### src/rtl/leaf_user_bridge.sv
// Leaf/user stream bridge: per-channel 2-entry skid buffers and a run-control FSM.
// Optional per-output-channel word counters are enabled by LEAF_USER_BRIDGE_WORDCNT_EN.

module leaf_user_bridge_skid #(
   parameter int W = 32
) (
   input  logic         clk,
   input  logic         rst_n,
   input  logic         en,
   input  logic [W-1:0] s_data,
   input  logic         s_valid,
   output logic         s_ready,
   output logic [W-1:0] m_data,
   output logic         m_valid,
   input  logic         m_ready,
   output logic         empty
);
   logic [1:0]   count;
   logic [1:0]   count_next;
   logic [W-1:0] d0;
   logic [W-1:0] d1;
   logic         rdy;
   logic         push;
   logic         pop;

   assign m_valid = (count != 2'd0);
   assign empty   = (count == 2'd0);
   assign m_data  = d0;
   assign s_ready = rdy;
   assign push    = s_valid & rdy;
   assign pop     = m_valid & m_ready;

   always_comb begin
      count_next = count;
      case ({push, pop})
         2'b10:   count_next = count + 2'd1;
         2'b01:   count_next = count - 2'd1;
         default: count_next = count;
      endcase
   end

   // Ready is registered from next occupancy, so it never depends on s_valid combinationally.
   always_ff @(posedge clk) begin
      if (!rst_n) begin
         count <= 2'd0;
         rdy   <= 1'b0;
         d0    <= '0;
         d1    <= '0;
      end else begin
         count <= count_next;
         rdy   <= en & (count_next != 2'd2);
         case (count)
            2'd0: if (push) d0 <= s_data;
            2'd1: begin
               if (push && pop) d0 <= s_data;
               else if (push)   d1 <= s_data;
            end
            2'd2: if (pop) d0 <= d1;
            default: d0 <= d0;
         endcase
      end
   end
endmodule

module leaf_user_bridge #(
   parameter int PAYLOAD_BITS  = 32,
   parameter int NUM_IN_PORTS  = 3,
   parameter int NUM_OUT_PORTS = 2,
   parameter int CNT_BITS      = 16
) (
   input  logic                                  ap_clk,
   input  logic                                  ap_rst_n,
   input  logic                                  start,
   input  logic [NUM_IN_PORTS*PAYLOAD_BITS-1:0]  in_tdata,
   input  logic [NUM_IN_PORTS-1:0]               in_tvalid,
   output logic [NUM_IN_PORTS-1:0]               in_tready,
   output logic [NUM_IN_PORTS*PAYLOAD_BITS-1:0]  usr_in_tdata,
   output logic [NUM_IN_PORTS-1:0]               usr_in_tvalid,
   input  logic [NUM_IN_PORTS-1:0]               usr_in_tready,
   input  logic [NUM_OUT_PORTS*PAYLOAD_BITS-1:0] usr_out_tdata,
   input  logic [NUM_OUT_PORTS-1:0]              usr_out_tvalid,
   output logic [NUM_OUT_PORTS-1:0]              usr_out_tready,
   output logic [NUM_OUT_PORTS*PAYLOAD_BITS-1:0] out_tdata,
   output logic [NUM_OUT_PORTS-1:0]              out_tvalid,
   input  logic [NUM_OUT_PORTS-1:0]              out_tready,
   output logic                                  usr_ap_start,
   input  logic                                  usr_ap_done,
   output logic                                  busy,
   output logic                                  done,
   output logic [NUM_OUT_PORTS*CNT_BITS-1:0]     out_word_cnt
);
   typedef enum logic [1:0] {ST_IDLE, ST_RUN, ST_DRAIN, ST_DONE} state_t;

   state_t                   state;
   state_t                   state_next;
   logic [NUM_IN_PORTS-1:0]  in_empty;
   logic [NUM_OUT_PORTS-1:0] out_empty;
   logic                     all_empty;
   logic                     in_en;

   assign all_empty = (&in_empty) & (&out_empty);
   assign in_en     = (state_next == ST_RUN);

   always_comb begin
      state_next = state;
      case (state)
         ST_IDLE:  if (start)       state_next = ST_RUN;   else state_next = ST_IDLE;
         ST_RUN:   if (usr_ap_done) state_next = ST_DRAIN; else state_next = ST_RUN;
         ST_DRAIN: if (all_empty)   state_next = ST_DONE;  else state_next = ST_DRAIN;
         ST_DONE:  state_next = ST_IDLE;
         default:  state_next = ST_IDLE;
      endcase
   end

   // Status outputs are registered from the next state so they line up with the state register.
   always_ff @(posedge ap_clk) begin
      if (!ap_rst_n) begin
         state        <= ST_IDLE;
         usr_ap_start <= 1'b0;
         busy         <= 1'b0;
         done         <= 1'b0;
      end else begin
         state        <= state_next;
         usr_ap_start <= (state_next == ST_RUN);
         busy         <= (state_next == ST_RUN) || (state_next == ST_DRAIN);
         done         <= (state_next == ST_DONE);
      end
   end

   for (genvar k = 0; k < NUM_IN_PORTS; k++) begin : g_in
      leaf_user_bridge_skid #(.W(PAYLOAD_BITS)) u_skid (
         .clk     (ap_clk),
         .rst_n   (ap_rst_n),
         .en      (in_en),
         .s_data  (in_tdata[k*PAYLOAD_BITS +: PAYLOAD_BITS]),
         .s_valid (in_tvalid[k]),
         .s_ready (in_tready[k]),
         .m_data  (usr_in_tdata[k*PAYLOAD_BITS +: PAYLOAD_BITS]),
         .m_valid (usr_in_tvalid[k]),
         .m_ready (usr_in_tready[k]),
         .empty   (in_empty[k])
      );
   end

   for (genvar k = 0; k < NUM_OUT_PORTS; k++) begin : g_out
      leaf_user_bridge_skid #(.W(PAYLOAD_BITS)) u_skid (
         .clk     (ap_clk),
         .rst_n   (ap_rst_n),
         .en      (1'b1),
         .s_data  (usr_out_tdata[k*PAYLOAD_BITS +: PAYLOAD_BITS]),
         .s_valid (usr_out_tvalid[k]),
         .s_ready (usr_out_tready[k]),
         .m_data  (out_tdata[k*PAYLOAD_BITS +: PAYLOAD_BITS]),
         .m_valid (out_tvalid[k]),
         .m_ready (out_tready[k]),
         .empty   (out_empty[k])
      );
   end

`ifdef LEAF_USER_BRIDGE_WORDCNT_EN
   logic [NUM_OUT_PORTS*CNT_BITS-1:0] cnt;
   logic                              cnt_clear;

   assign cnt_clear    = (state == ST_IDLE) && (state_next == ST_RUN);
   assign out_word_cnt = cnt;

   // Counters wrap naturally at 2^CNT_BITS; a new run clears them.
   always_ff @(posedge ap_clk) begin
      if (!ap_rst_n) begin
         cnt <= '0;
      end else begin
         for (int k = 0; k < NUM_OUT_PORTS; k++) begin
            if (cnt_clear)
               cnt[k*CNT_BITS +: CNT_BITS] <= '0;
            else if (out_tvalid[k] && out_tready[k])
               cnt[k*CNT_BITS +: CNT_BITS] <= cnt[k*CNT_BITS +: CNT_BITS] + CNT_BITS'(1);
         end
      end
   end
`else
   assign out_word_cnt = '0;
`endif
endmodule

### config.mk
export PLATFORM = sky130hd
export DESIGN_NAME = leaf_user_bridge
export DESIGN_NICKNAME = d
export VERILOG_FILES = /design/src/rtl/leaf_user_bridge.sv
export SDC_FILE = /design/constraint.sdc
export NUM_CORES = 1
export LEC_CHECK = 0
export CAP_MARGIN = 20
export CORE_MARGIN = 2
export CORE_UTILIZATION = 50
export CTS_CLUSTER_SIZE = 40
export DETAILED_ROUTE_END_ITERATION = 10
export PLACE_DENSITY = 0.79
export RECOVER_POWER = 25
export SETUP_SLACK_MARGIN = 0.4
export SLEW_MARGIN = 20
export SYNTH_ARGS = -nofsm -noshare
export SYNTH_HDL_FRONTEND = slang
export SYNTH_SLANG_ARGS = --single-unit
### constraint.sdc
create_clock -name ap_clk -period 2.6 [get_ports ap_clk]
set_input_delay 0.39 -clock ap_clk [delete_from_list [all_inputs] [get_ports ap_clk]]
set_output_delay 0.39 -clock ap_clk [all_outputs]
set_load 0.02 [all_outputs]
==> reports/qor.txt, run 1 <==
status = finished clean
CTS tree = done
WL/cell = 18.0 um
RSZ-0062 raised after global routing = yes
Final setup viols = 0
share of cells above drive strength 1 = 14.1%
Reg clk slew, reported paths = 60 ps
leading area contributor after synthesis = dfxtp_1
Reg2Reg Setup Slack = 300 ps
initial core utilization = 51.0%
GRT overflow = 0
Synth Flop Type = dfxtp_1
CTS buffer count = 38
CP arrival = 2700 ps
Clk pwr share = 36.6%
R2R cell count = 10
dpl cells = 2285
design area = 20100 um2
Final Hold Viols = 0
fin. max-slew vios = 0
#FFs+latches synth = 340
Via density = 5.54
synth unique cells = 35
FF-to-FF Start = g_out[0].u_skid.count[0]$_SDFF_PN0_
DR vias = 13100
sw power = 3.68 mW
fillers = 2397
height of the chip = 178 um
Async SR Flop Fraction = 0%
crit-path max FO = 16
Critical Path Sink Type = register
Clock Sink Count = 340
Max-Cap Viols = 0
cts hold-fix bufs = 0
drt first pass iters = 5
PnR worst setup slack = 299 ps
P_int = 9.86 mW
crit path time final = 2300 ps
initial antenna violation count = 2
routability cong. = 0.792
die area = 31700 um2
first-pass GRT wire length = 65100 um
DRC errors left = 0
dpl ws = 204 ps
register area share after synthesis = 44.9%
# H-tree levels = 2
largest net degree at the start of global routing = 70
port buffer count = 346
Root Driver = clkbuf_16
WS Path Type = reg2reg
total track usage = 25.4%
worst reg2reg endpoint = g_out[0].u_skid.m_data[15]$_SDFFE_PN0P_
combinational power share = 20.6%
top-area cell type share of the netlist area = 44.9%
PwrDens = 675 nW/um2
vias in the first global route = 12700
final wirelength = 42400 um
core area = 29700 um2
Max-slew headroom = 51.3%
Clock Latency Late Sink = 520 ps
Post-DRT Antenna Nets = 0
placed standard-cell area = 18700 um2
Hold WC Path Type = in2reg
Non-Filler Instances = 2356
Peak supply drop = 481 uV
die width = 178 um
yosys warns = 0
crit path launch = g_out[0].u_skid.count[0]$_SDFF_PN0_
Area contributors post-synth = dfxtp_1 45%, nand2_1 12%, mux2i_1 11%, o221a_2 11%, a21oi_1 5.5%
FMAX = 435 MHz
Final Skew = 14.1 ps
startpoint types = register
Post-Syn Instances = 1658
Final period util = 88.5%
Worst Tran Pin Value = 731 ps
# IOs = 379
area growth from synthesis to layout = 32.4%
Post-DP HPWL = 27900 um
Leak = 7.37 nW
Post-synth EDFFs = 0
Worst EP required = 3000 ps
clk buf depth = 3
number of core rows = 63
Worst Setup EP = g_out[0].u_skid.m_data[15]$_SDFFE_PN0P_
Initial DRC Count = 783
net total in the final layout = 2158
average size of a mapped cell = 9.14 um2
Flop pwr share = 42.7%
Sum Neg Setup Slack = 0 ps
hold path start = ap_rst_n
synthesized cell area = 15200 um2
Tot Pwr = 13.5 mW
switching share of total power = 27.2%
## worst max-delay path: stages, from the launching register on
cell and delay (ps):
dfxtp_1 350, inv_1 90, ha_1 350, nand2b_4 240, inv_1 80, ha_1 220, nor2b_2 180, a2111oi_4 40
buf_4 190, clkbuf_16 170, o221a_2 270
## logic make-up (layout without fill, tap and decap cells)
group | Yosys count | after routing | share of synthesized area, %
other cells | 1 | 34 | 0.0247
compound gates | 361 | 361 | 19.9
buf+inv | 208 | 483 | 6.74
mux | 165 | 165 | 10.9
simple gates | 541 | 541 | 14.1
flops | 340 | 340 | 44.9
fa+ha+maj | 42 | 42 | 3.47
## synthesized netlist by cell type, drive strengths merged (10+ instances only)
cell type and number:
nand2 501, dfxtp 340, a21oi 166, mux2i 165
o221a 160, clkbuf 101, buf 78, ha 42
inv 29, and2 10, nor2b 10
## layout by cell type, fill, tap and decap left out, types with 3 or more instances in the layout
cell,instances
conb_1,32
and2_1,6
nand2b_4,3
ha_2,5
clkbuf_16,43
ha_1,36
nor2b_1,7
nor3_1,5
nor2_1,9
nand2_1,501
o21ai_0,9
a21oi_1,166
mux2i_1,165
clkbuf_1,7
a21bo_2,5
buf_4,28
o221a_1,15
a2111oi_4,5
clkbuf_2,3
a21boi_0,5
clkinv_2,7
buf_12,11
a211o_1,4
o221a_2,143
dfxtp_1,338
dlygate4sd3_1,84
clkbuf_8,7
clkdlybuf4s50_1,256
inv_1,26
and2_0,4
## per-stage QoR
step / utilization [%] / hold slack (ps)
2_1_floorplan: - / 436
3_3_place_gp: 63.1 / 441
3_5_place_dp: 63.1 / 446
4_1_cts: 67.0 / 307
5_1_grt: 67.5 / 311
6_report: 67.5 / 318
## final cells by class
| cell class | instances | area [um2] | area share, % |
|---|---|---|---|
| inverter | 29 | 114 | 0.568 |
| sequential | 340 | 6810 | 33.9 |
| timing repair buffer | 392 | 4020 | 20.0 |
| multi-input combinational | 1141 | 7480 | 37.3 |
| tap | 390 | 488 | 2.43 |
| clock inverter | 9 | 51.3 | 0.256 |
| antenna | 2 | 5.00 | 0.0249 |
| clock buffer | 53 | 1100 | 5.48 |
## timing repair
action	CTS	global route
resized for setup	16	21
pin swaps	0	3
setup buffers	0	3
cloned	0	4
endpoints found under the setup margin	104	153
## layer usage
layer  up-vias  track usage (%)  share of wire [%]
li1       6270                -                  -
met1      6205             30.1                 40
met2       485             44.1                 48
met3        93             6.65                8.6
met4         0             9.49                3.5
met5         -                0                  0
## flip-flops by register name, summed over array words and instances (netlist names)
| register | count |
|---|---|
| busy | 1 |
| done | 1 |
| g_in.u_skid.count | 6 |
| g_in.u_skid.d1 | 96 |
| g_in.u_skid.m_data | 96 |
| g_in.u_skid.s_ready | 3 |
| g_out.u_skid.count | 4 |
| g_out.u_skid.d1 | 64 |
| g_out.u_skid.m_data | 64 |
| g_out.u_skid.s_ready | 2 |
| state | 2 |
| usr_ap_start | 1 |
## power by group through the flow
stage / Clock [mW] / Sequential [mW] / Combinational, mW
2_1_floorplan: 0 / 6.23 / 1.15
5_1_grt: 5.27 / 5.83 / 2.97
4_1_cts: 5.06 / 5.80 / 2.77
6_report: 4.96 / 5.79 / 2.79
3_5_place_dp: 0 / 5.90 / 2.75
3_3_place_gp: 0 / 5.90 / 2.71
## worst min-delay path by stage
stage	endpoint	slack (ps)	cells after the start
final	g_in[1].u_skid.m_data[22]$_SDFFE_PN0P_	320	2
after detailed placement	g_out[1].u_skid.d1[2]$_SDFFE_PN0P_	450	2
after global routing	g_in[1].u_skid.m_data[22]$_SDFFE_PN0P_	310	2
after global placement	g_in[1].u_skid.d1[15]$_SDFFE_PN0P_	440	2
after CTS	g_in[1].u_skid.m_data[22]$_SDFFE_PN0P_	310	2
after floorplan	g_in[0].u_skid.d1[0]$_SDFFE_PN0P_	440	2
(Power assumes the default switching activity.)
==> run 2: changes to the inputs <==
--- a/config.mk
+++ b/config.mk
@@ -10,6 +10,7 @@
 export CORE_UTILIZATION = 50
 export CTS_CLUSTER_SIZE = 40
 export DETAILED_ROUTE_END_ITERATION = 10
+export GPL_TIMING_DRIVEN = 0
 export PLACE_DENSITY = 0.79
 export RECOVER_POWER = 25
 export SETUP_SLACK_MARGIN = 0.4
==> run 2 against run 1 <==
Effect of this change:
- sequential cell count stayed put
- total power rose by 2.0%
- wire length grew 3.2%
- die area unchanged
- critical path type unchanged
- critical endpoint is now g_in[1].u_skid.m_data[23]$_SDFFE_PN0P_
- largest cell class unchanged
- largest power group unchanged
- highest routed layer unchanged
==> reports/qor.txt, run 2 (synthesis gave the netlist of run 1 again) <==
status = finished clean
largest delay contributor family on the critical path = compound AO/OA/AOI/OAI gates
Critical Path Sink Type = register
total track usage = 26.6%
Max-Cap Viols = 0
WL/cell = 17.5 um
placed standard-cell area = 19200 um2
area growth from synthesis to layout = 35.8%
port buffer count = 345
Final period util = 85.9%
first-pass GRT wire length = 67400 um
design area = 20600 um2
FMAX = 448 MHz
Final Hold Viols = 0
# H-tree levels = 2
Max-slew headroom = 34.5%
Seq. cell area = 6810 um2
crit path time final = 2230 ps
CP max stage delay = 400 ps
Via density = 5.40
net total in the final layout = 2292
startpoint types = register
most frequent cells in the layout = 500 x nand2_1, 334 x dfxtp_1, 242 x clkdlybuf4s50_1
Slowest cell on crit path = dfxtp_1
drt first pass iters = 5
PwrDens = 671 nW/um2
dpl ws = 22.0 ps
footprint of the multi-input gates = 7440 um2
Clock Sink Count = 340
die area = 31700 um2
Worst EP required = 3000 ps
vias in the first global route = 13100
Root Driver = clkbuf_16
Reg2Reg Setup Slack = 370 ps
Worst Tran Pin Value = 983 ps
Final Skew = 18.5 ps
Critical path buffers and inverters = 2
DRC errors left = 0
Final setup viols = 0
largest net degree at the start of global routing = 14
Sum Neg Setup Slack = 0 ps
CTS buffer count = 36
Tot Pwr = 13.8 mW
crit-path max FO = 10
Clock Latency Late Sink = 510 ps
initial antenna violation count = 7
commonest non-fill, non-tap cell in the layout = nand2_1
PnR worst setup slack = 366 ps
fin. max-slew vios = 0
share of cells above drive strength 1 = 16.8%
Peak supply drop = 464 uV
RSZ-0062 raised after global routing = no
CP Cell Sequence = inv_1 -> ha_1 -> nor2b_1 -> ha_1 -> nor2b_1 -> a211o_2 -> clkbuf_2 -> o221a_2
number of core rows = 63
die width = 178 um
final wirelength = 43800 um
Reg clk slew, reported paths = 60 ps
height of the chip = 178 um
Post-DRT Antenna Nets = 0
Leak = 7.85 nW
fillers = 2326
GRT overflow = 0
# IOs = 379
clk buf depth = 3
DR vias = 13500
Post-DP HPWL = 32300 um
initial core utilization = 51.0%
Hold WC Path Type = in2reg
CP arrival = 2640 ps
core area = 29700 um2
routability cong. = 0.860
CTS tree = done
Initial DRC Count = 761
WS Path Type = reg2reg
## run 2: changes by cell type in the layout (fill, tap and decap cells not counted), moves of 7 or more
cell             before  now
clkbuf_4              0    7
clkbuf_1              7   67
buf_4                28   56
clkbuf_8              7   14
dlygate4sd3_1        84   98
clkbuf_2              3   24
buf_12               11    0
clkdlybuf4s50_1     256  242
buf_2                 0   28
## run 2: repair_timing
item / in CTS / in global routing
setup buffers: 2 / 2
hold buffers: 0 / 0
resized for setup: 36 / 89
pin swaps: 2 / 5
endpoints found under the setup margin: 214 / 306
## run 2: area by class of cell
type / instances / share of cell area (%)
Antenna cell: 7 / 0.0851
Buffer: 179 / 4.87
Clock buffer: 55 / 5.51
Clock inverter: 9 / 0.474
Inverter: 29 / 0.529
Multi-Input combinational cell: 1141 / 36.2
Sequential cell: 340 / 33.1
Tap cell: 390 / 2.37
Timing Repair Buffer: 349 / 16.9
## run 2: stage by stage
stage | cells | utilization [%] | hold WS [ps]
floorplan | 1689 | - | 436
global placement | 2424 | 64.6 | 441
detailed placement | 2424 | 64.6 | 446
CTS | 2490 | 69.0 | 438
global route | 2496 | 69.2 | 467
finish | 2499 | 69.3 | 452
## run 2: where the power goes
group / internal [mW] / switching, mW / total, mW
Combinational: 1.36 / 1.44 / 2.80
Clock: 3.20 / 2.05 / 5.24
Sequential: 5.56 / 0.206 / 5.77
## run 2: path summary, 6_finish.rpt
check	from	end	cells after the start
worst max-delay path	g_in[1].u_skid.count[1]$_SDFF_PN0_	g_in[1].u_skid.m_data[23]$_SDFFE_PN0P_	8
worst min-delay path	in_tdata[50]	g_in[1].u_skid.d1[18]$_SDFFE_PN0P_	3
worst max register to register	g_in[1].u_skid.count[1]$_SDFF_PN0_	g_in[1].u_skid.m_data[23]$_SDFFE_PN0P_	8
worst min register to register	g_in[2].u_skid.d1[28]$_SDFFE_PN0P_	g_in[2].u_skid.d1[28]$_SDFFE_PN0P_	2
## run 2: layer usage
metal	up-vias	wire length, um	GRT usage [%]
met5	-	0	0
met4	0	1870	11.9
met3	109	3700	6.78
met1	6362	17800	32.1
li1	6569	-	-
met2	464	20400	44.5
## run 2: worst register-to-register path, stage by stage, from the launching register on
cell and delay, ps:
dfxtp_1 400, inv_1 100, ha_1 250, nor2b_1 260, ha_1 190, nor2b_1 70
a211o_2 370, clkbuf_2 220, o221a_2 270
==> run 3: changes to the inputs <==
--- a/config.mk
+++ b/config.mk
@@ -17,4 +17,5 @@
 export SLEW_MARGIN = 20
 export SYNTH_ARGS = -nofsm -noshare
 export SYNTH_HDL_FRONTEND = slang
+export SYNTH_HIERARCHICAL = 1
 export SYNTH_SLANG_ARGS = --single-unit
==> run 3 against run 2 <==
Effect of this change:
- sequential share of layout area up 0.54 points
- hold slack better by 0.63 ps
- sequential cell count unchanged
- first-iteration DRC count down 2.5%
- core utilization down 0.79 points
- register-to-register slack better by 110 ps
- fmax up 5.2%
- total power up 28%
- critical endpoint is now g_out[0].u_skid/d1[26]$_SDFFE_PN0P_
- largest power group unchanged
==> reports/qor.txt, run 3 <==
Via density = 5.40
average size of a mapped cell = 9.15 um2
worst reg2reg endpoint = g_out[0].u_skid/d1[26]$_SDFFE_PN0P_
DRC errors left = 0
Worst Tran Pin Value = 682 ps
most frequent cells in the layout = 338 x dfxtp_1, 331 x nand2_1, 239 x clkdlybuf4s50_1
Post-Syn Instances = 1636
FF-to-FF Start = g_out[0].u_skid/count[1]$_SDFF_PN0_
CP max stage delay = 600 ps
CTS tree = done
leading area contributor after synthesis = dfxtp_1
number of core rows = 63
first-pass GRT wire length = 66400 um
Area contributors post-synth = dfxtp_1 45%, mux2i_1 11%, nand2_1 8.3%, o31ai_1 8.0%, a21boi_0 6.8%
Final Hold Viols = 0
PnR worst setup slack = 475 ps
synthesized cell area = 15000 um2
Peak supply drop = 577 uV
die width = 177 um
Clock Latency Late Sink = 510 ps
WL/cell = 17.1 um
Critical path buffers and inverters = 2
PwrDens = 870 nW/um2
Hold WC Path Type = in2reg
synth unique cells = 32
vias in the first global route = 13000
top-area cell type share of the netlist area = 45.5%
drt first pass iters = 7
net total in the final layout = 2244
setup bufs post-CTS = 0
fin. max-slew vios = 0
WHS Endpoint = g_out[0].u_skid/d1[2]$_SDFFE_PN0P_
Synth top cells by count = 340 x dfxtp_1, 331 x nand2_1, 170 x a21oi_1
core area = 29600 um2
total track usage = 25.9%
yosys warns = 6
Post-DP HPWL = 30100 um
FMAX = 471 MHz
Final setup viols = 0
Leak = 8.14 nW
Reg clk slew, reported paths = 60 ps
GRT overflow = 0
height of the chip = 177 um
Cells on Worst Hold Path = 3
initial core utilization = 50.7%
crit-path max FO = 10
area growth from synthesis to layout = 35.2%
R2R cell count = 7
CP arrival = 2550 ps
dpl ws = 320 ps
startpoint types = register
Max-slew headroom = 54.5%
Clock Sink Count = 340
Post-DRT Antenna Nets = 0
die area = 31300 um2
Final Skew = 14.0 ps
Slowest cell on crit path = nor3b_1
Critical Path Sink Type = register
largest net degree at the start of global routing = 26
final wirelength = 42300 um
share of cells above drive strength 1 = 10.2%
Worst EP required = 3030 ps
crit path time final = 2120 ps
cts hold-fix bufs = 0
Root Driver = clkbuf_16
#FFs+latches synth = 340
initial antenna violation count = 4
top-count cell post-synth = dfxtp_1
# IOs = 379
hold path start = usr_out_tdata[2]
commonest non-fill, non-tap cell in the layout = dfxtp_1
register area share after synthesis = 45.5%
status = finished clean
Post-synth EDFFs = 0
# H-tree levels = 2
largest delay contributor family on the critical path = simple AND/OR/NAND/NOR gates
port buffer count = 346
Initial DRC Count = 742
CP Cell Sequence = inv_1 -> ha_1 -> nor2b_1 -> nor3b_1 -> buf_2 -> nand2_1 -> a21boi_0
Reg2Reg Setup Slack = 480 ps
RSZ-0062 raised after global routing = no
CTS buffer count = 37
DR vias = 13400
WS Path Type = reg2reg
routability cong. = 0.863
Synth Flop Type = dfxtp_1
clk buf depth = 3
Max-Cap Viols = 0
Final period util = 81.7%
Async SR Flop Fraction = 0%
Min Hold Slack = 452 ps
run 3: cell type report:
cell class / count / area (um2)
inverter: 18 / 67.6
multi-input combinational: 1143 / 7270
clock inverter: 6 / 42.5
sequential: 340 / 6810
antenna: 4 / 10.0
tap: 390 / 488
fill: 2369 / 9320
clock buffer: 60 / 1140
buffer: 167 / 965
timing repair buffer: 346 / 3450
run 3: through the flow:
stage               power (mW)  TNS, ps  std cells  utilization (%)  instance area [um2]
detailed placement        12.7        0       2404             64.4                19000
global placement          12.6   -61460       2404             64.4                19000
CTS                       17.8        0       2470             68.4                20200
floorplan                 10.3        0       1668                -                15100
finish                    17.6        0       2474             68.5                20200
global route              18.5        0       2474             68.5                20200
run 3: logic make-up after synthesis:
logic type	count (synthesis)	synth area share (%)
flops	340	45.5
mux	162	10.8
simple gates	403	11.8
xor+xnor	10	0.585
compound gates	512	22.7
other cells	2	0.0502
fa+ha+maj	22	1.75
buf+inv	185	6.78
run 3: worst min-delay path, delay by kind of cell:
family,cells,cell delay [ps]
compound gates,1,50
buf+inv,1,420
simple gates,1,60
run 3: worst max path at each step:
stage,from,end,slack (ps),cells past startpoint
2_1_floorplan,g_in[0].u_skid/count[0]$_SDFF_PN0_,g_in[0].u_skid/m_data[0]$_SDFFE_PN0P_,880,8
3_3_place_gp,ap_rst_n,g_out[1].u_skid/m_data[7]$_SDFFE_PN0P_,-480,5
3_5_place_dp,ap_rst_n,g_out[1].u_skid/m_data[8]$_SDFFE_PN0P_,320,5
4_1_cts,g_out[1].u_skid/count[0]$_SDFF_PN0_,out_tvalid[1],340,4
5_1_grt,g_out[0].u_skid/count[1]$_SDFF_PN0_,g_out[0].u_skid/d1[25]$_SDFFE_PN0P_,230,7
6_report,g_out[0].u_skid/count[1]$_SDFF_PN0_,g_out[0].u_skid/d1[26]$_SDFFE_PN0P_,480,7
run 3: per-layer routing:
layer | vias to the layer above | track usage [%] | wire, um
met2 | 422 | 43.1 | 20000
met5 | - | 0 | 0
met1 | 6297 | 32.3 | 17700
met4 | 0 | 9.99 | 1380
li1 | 6548 | - | -
met3 | 90 | 6.36 | 3170
run 3: where the power goes:
part	total (mW)	leakage, nW	switching, mW	internal, mW
sequential	6.43	2.76	0.476	5.95
clock	5.10	0.576	2.09	3.02
combinational	6.08	4.80	3.37	2.71
run 3: repair_timing:
| action | CTS | global route |
|---|---|---|
| hold endpoints to repair | 0 | 0 |
| resized for setup | 9 | 36 |
| endpoints found under the setup margin | 5 | 93 |
